$ cat config.mk
export PLATFORM = sky130hd
export DESIGN_NAME = data_bus_responder
export DESIGN_NICKNAME = d
export VERILOG_FILES = /design/src/rtl/data_bus_responder.sv
export SDC_FILE = /design/constraint.sdc
export NUM_CORES = 2
export LEC_CHECK = 0
export CAP_MARGIN = 20
export CORE_ASPECT_RATIO = 0.8
export CORE_MARGIN = 2
export CORE_UTILIZATION = 35
export DETAILED_ROUTE_END_ITERATION = 12
export GPL_ROUTABILITY_DRIVEN = 1
export GPL_TIMING_DRIVEN = 0
export PLACE_DENSITY_LB_ADDON = 0.05
export SKIP_LAST_GASP = 1
export SLEW_MARGIN = 20
export SYNTH_ARGS = -nofsm -noshare
export SYNTH_HDL_FRONTEND = slang
export SYNTH_SLANG_ARGS = --single-unit
$ cat constraint.sdc
create_clock -name clk -period 7.2 [get_ports clk]
set_input_delay 1.44 -clock clk [delete_from_list [all_inputs] [get_ports clk]]
set_output_delay 1.44 -clock clk [all_outputs]
set_load 0.005 [all_outputs]
$ cat src/rtl/data_bus_responder.sv
// Responder end of the CPU data bus: word RAM with programmable wait states before a one-cycle ack.
// Optional output-port register enabled by defining DATA_RESP_PORT_EN.
module data_bus_responder #(
  parameter int DATA_W      = 16,
  parameter int ADDR_W      = 8,
  parameter int DEPTH       = 256,
  parameter int WAIT_STATES = 1
) (
  input  logic              clk,
  input  logic              rst,
  input  logic              data_cyc_i,
  input  logic              data_stb_i,
  input  logic              data_we_i,
  input  logic              port_we_i,
  input  logic [ADDR_W-1:0] data_addr_i,
  input  logic [DATA_W-1:0] data_i,
  output logic [DATA_W-1:0] data_o,
  output logic              data_ack_o,
  output logic [DATA_W-1:0] port_o,
  output logic              busy_o
);

  localparam int AW = (DEPTH > 1) ? $clog2(DEPTH) : 1;

  typedef enum logic [1:0] {IDLE, WAIT, ACK} state_t;

  state_t            state, state_nxt;
  logic [3:0]        cnt, cnt_nxt;
  logic              commit;
  logic              req, in_idle;
  logic [ADDR_W-1:0] addr_q, eff_addr;
  logic [DATA_W-1:0] wdata_q, eff_data;
  logic              we_q, eff_we;
  logic              in_range, port_sel;
  logic [AW-1:0]     idx;
  logic [DATA_W-1:0] mem [DEPTH];

  assign req     = data_cyc_i & data_stb_i;
  assign in_idle = (state == IDLE);

  // With zero wait states the commit happens on the accepting edge, so use the live bus.
  assign eff_addr = in_idle ? data_addr_i : addr_q;
  assign eff_data = in_idle ? data_i      : wdata_q;
  assign eff_we   = in_idle ? data_we_i   : we_q;
  assign in_range = 32'(eff_addr) < 32'(DEPTH);
  assign idx      = eff_addr[AW-1:0];

`ifdef DATA_RESP_PORT_EN
  logic              pw_q;
  logic [DATA_W-1:0] port_q;
  assign port_sel = in_idle ? port_we_i : pw_q;
  assign port_o   = port_q;
`else
  logic unused_port_we;
  assign unused_port_we = port_we_i;
  assign port_sel       = 1'b0;
  assign port_o         = '0;
`endif

  always_comb begin
    state_nxt = state;
    cnt_nxt   = cnt;
    commit    = 1'b0;
    case (state)
      IDLE: if (req) begin
        if (WAIT_STATES == 0) begin
          state_nxt = ACK;
          commit    = 1'b1;
        end else begin
          state_nxt = WAIT;
          cnt_nxt   = 4'(WAIT_STATES);
        end
      end
      WAIT: begin
        cnt_nxt = cnt - 4'd1;
        if (!data_cyc_i) begin
          state_nxt = IDLE;
          cnt_nxt   = 4'd0;
        end else if (cnt == 4'd1) begin
          state_nxt = ACK;
          commit    = 1'b1;
        end
      end
      ACK:     state_nxt = IDLE;
      default: state_nxt = IDLE;
    endcase
  end

  always_ff @(posedge clk) begin
    if (!rst) begin
      state   <= IDLE;
      cnt     <= 4'd0;
      data_o  <= '0;
      addr_q  <= '0;
      wdata_q <= '0;
      we_q    <= 1'b0;
`ifdef DATA_RESP_PORT_EN
      pw_q    <= 1'b0;
      port_q  <= '0;
`endif
    end else begin
      state <= state_nxt;
      cnt   <= cnt_nxt;
      if (in_idle && req) begin
        addr_q  <= data_addr_i;
        wdata_q <= data_i;
        we_q    <= data_we_i;
`ifdef DATA_RESP_PORT_EN
        pw_q    <= port_we_i;
`endif
      end
      if (commit && !eff_we) begin
`ifdef DATA_RESP_PORT_EN
        if (port_sel) data_o <= port_q;
        else
`endif
        data_o <= in_range ? mem[idx] : '0;
      end
`ifdef DATA_RESP_PORT_EN
      if (commit && eff_we && port_sel) port_q <= eff_data;
`endif
    end
  end

  // RAM is never cleared; out-of-range writes are silently dropped.
  always_ff @(posedge clk) begin
    if (rst && commit && eff_we && in_range && !port_sel) mem[idx] <= eff_data;
  end

  assign data_ack_o = (state == ACK);
  assign busy_o     = !in_idle;

endmodule

==> results.md <==
- Post-layout net count: 9,783
- Most frequent cell after synthesis: edfxtp_1
- Worst rel slew slack: 0.0573
- Clk slew on worst S/H paths: ~0.06 ns
- Post-synth top area share: 0.804
- CTS Hold Bufs: 0
- Max Buffers Root-to-Sink: 4
- Peak Freq: 0.135 GHz
- Die W: 743 um
- Ys Warns: 0
- Crit path time final: roughly 7.4 ns
- Total die area: 0.442 mm^2
- Sequential power share: 0.494
- Via count: approximately 99k
- Total CTS buffers: between 400 and 500
- Pleak: about 57 nW
- Post-Syn Area: 0.153 mm^2
- Worst-Margin Slew: 1.41 ns
- Crit path to: data_o[13]
- Async set-reset flop share out of synthesis: 0
- Post-synth top cells: edfxtp_1, a22oi_1, a21oi_1
- Routed length per instance: 44.3 um
- Worst min-delay path class: flop to flop
- Reg-to-reg critical path endpoint: data_o[13]
- Clk_skew: 0.0708 ns
- Worst-skew pair later-pin latency: 1.06 ns
- CP Launch Type: input port
- Hold Fails Final Rpt: 0
- Utilization after layout: 0.428
- Post-Syn Area per Cell: 17.4 um^2
- Cells after Synth: 8,781
- Setup bufs post-CTS: 0
- Clock share of power: 0.421
- Power Total: between 50 and 60 mW
- Vias in the first global route: 90.8k
- R2R setup slack: roughly 0.44 ns
- DRC: 0
- Setup crit start: data_addr_i[2]
- Most used flip-flop cell after synthesis: edfxtp_1
- Worst EP required: 8.08 ns
- Final setup vio count: 1
- Netlist cell types: 44
- Port Buffers: 46
- TritonCTS clock tree: built
- Failing checks: negative setup slack
- Final slew viol count: 0
- Root Buffer Master: clkbuf_16
- Core Box Area: approximately 0.44 mm^2
- RR Startpoint: state[1]
- RSZ-0062 raised after global routing: false
- Comb pwr share: 0.085
- Synth area leader: edfxtp_1
- WL final: 707,000 um
- First-pass detailed-route iteration total: 6
- H-tree levels: 5
- Largest net degree at the start of global routing: 85
- VDD IR-drop max: 0.378 mV
- Initial core utilization: 0.351
- Total track usage: 0.311
- CP Max Fanout: 10
- Die Y-Extent: 595 um
- Tcrit/Tclk final: 1.03
- Setup ws final: -0.233 ns
- Hold Crit Start: wdata_q[9]
- Power Dens Cells: 290 mW/mm^2
- Critical path endpoint category: flop
- Overflow after GRT: 0
- Sequential area share after synthesis: 0.810
- Data arrival, critical path: 8.32 ns
- Run status: finished with violations
- Antenna viol nets, final: 0
- Iteration-0 DRC Markers: about 17k
- Vias per Instance: 6.23
- Post_cts resized: 0
- First-pass GRT wire length: 905,000 um
- Initial antenna violation count: 63
- # IOs: 64
- Fraction of layout cells with a size suffix above 1: 0.201
- Yosys reg bits: 4,143
- Worst R2R Path Depth: 12
- P_sw: 13.4 mW
- Sw frac: 0.248
- Total clock sinks: between 4k and 5k
- GP Congestion: 0.988
- Top cells by area, synth: edfxtp_1, a22oi_1, a21oi_1
- Critical path class: input port to flop
- Dpl hpwl: 505,000 um
- Post-synth EDFFs: between 4k and 5k
- # rows: 217
- Syn-to-layout area delta: 22.1%
- Pint: 40.7 mW
- Maximum capacitance violations: 0
[layout by cell type, fill, tap and decap left out, types with 35 or more instances in the layout]
cell type,n
edfxtp_1,4096
a22oi_1,2048
a21oi_1,1040
clkbuf_16,438
buf_2,406
clkbuf_1,223
nor2_4,222
buf_16,168
buf_4,154
o41ai_1,140
buf_12,124
nand2_1,114
o41ai_2,112
clkinv_1,103
clkinv_2,92
clkbuf_2,73
bufinv_16,51
buf_6,50
dfxtp_1,47
clkdlybuf4s50_1,46
diode_2,35
[power groups by stage]
stage | registers (mW) | clock network, mW | logic (mW)
CTS | 26.7 | 23.0 | 4.43
finish | 26.7 | 22.8 | 4.58
floorplan | 27.4 | 0 | 1.68
detailed placement | 27.2 | 0 | 4.42
global route | 26.7 | 23.8 | 4.62
global placement | 27.7 | 0 | 3.97
[cells by family after synthesis]
group / after synthesis / synth area share
other cells: 1 / 0.0000245
compound gates: 3479 / 0.156
buf+inv: 689 / 0.0210
fa+ha+maj: 2 / 0.000164
mux: 1 / 0.0000654
simple gates: 466 / 0.0128
flops: 4143 / 0.810
[worst max-delay path: stages]
cell	delay, ns
clkdlybuf4s50_1	0.89
inv_1	0.21
nand3_1	0.16
o31a_1	0.42
buf_2	0.77
buf_2	0.83
buf_1	0.88
a21oi_1	0.29
o41ai_1	0.82
a41oi_1	0.58
nor3_2	0.86
a21oi_1	0.15
[worst min-delay path by stage]
stage,endpoint,slack [ns],cells past startpoint
floorplan,cnt[3],0.42,1
global route,wdata_q[10],0.49,2
global placement,cnt[3],0.45,1
finish,wdata_q[9],0.47,2
CTS,wdata_q[3],0.47,2
detailed placement,cnt[3],0.45,1
[layer usage]
layer,wire length [um],up-vias,global-route usage
met5,366,-,0
met4,32700,16,0.118
met3,87800,1145,0.105
met2,289000,6611,0.433
met1,297000,52800,0.447
li1,-,38700,-
[registers in the layout, summed over array words and instances, names as in the netlist]
signal   cells
addr_q       8
cnt          4
data_o      16
mem       4096
state        2
wdata_q     16
we_q         1
[stage by stage]
stage | cells | setup WS [ns] | setup TNS, ns | hold slack, ns | instance area, um^2
after floorplan | 8796 | 1.52 | 0 | 0.423 | 153000
after global placement | 14600 | -5.96 | - | 0.449 | 161000
after detailed placement | 15100 | -0.846 | -260.09 | 0.455 | 173000
after CTS | 15900 | 0.236 | 0 | 0.469 | 187000
after global routing | 15900 | 0.269 | 0 | 0.487 | 187000
final | 15900 | -0.233 | -0.233 | 0.467 | 187000
[layout make-up]
cell class / instances / area [um^2]
fillers: 38600 / 249000
flip-flops and latches: 4143 / 124000
multi-input cells: 3964 / 28900
clock buffers: 508 / 11300
repair buffers: 523 / 9140
well taps: 5803 / 7260
plain buffers: 681 / 3290
clock inverters: 279 / 2800
diodes: 35 / 87.6
inverters: 8 / 30.0
Power figures use the tool's default switching activity.
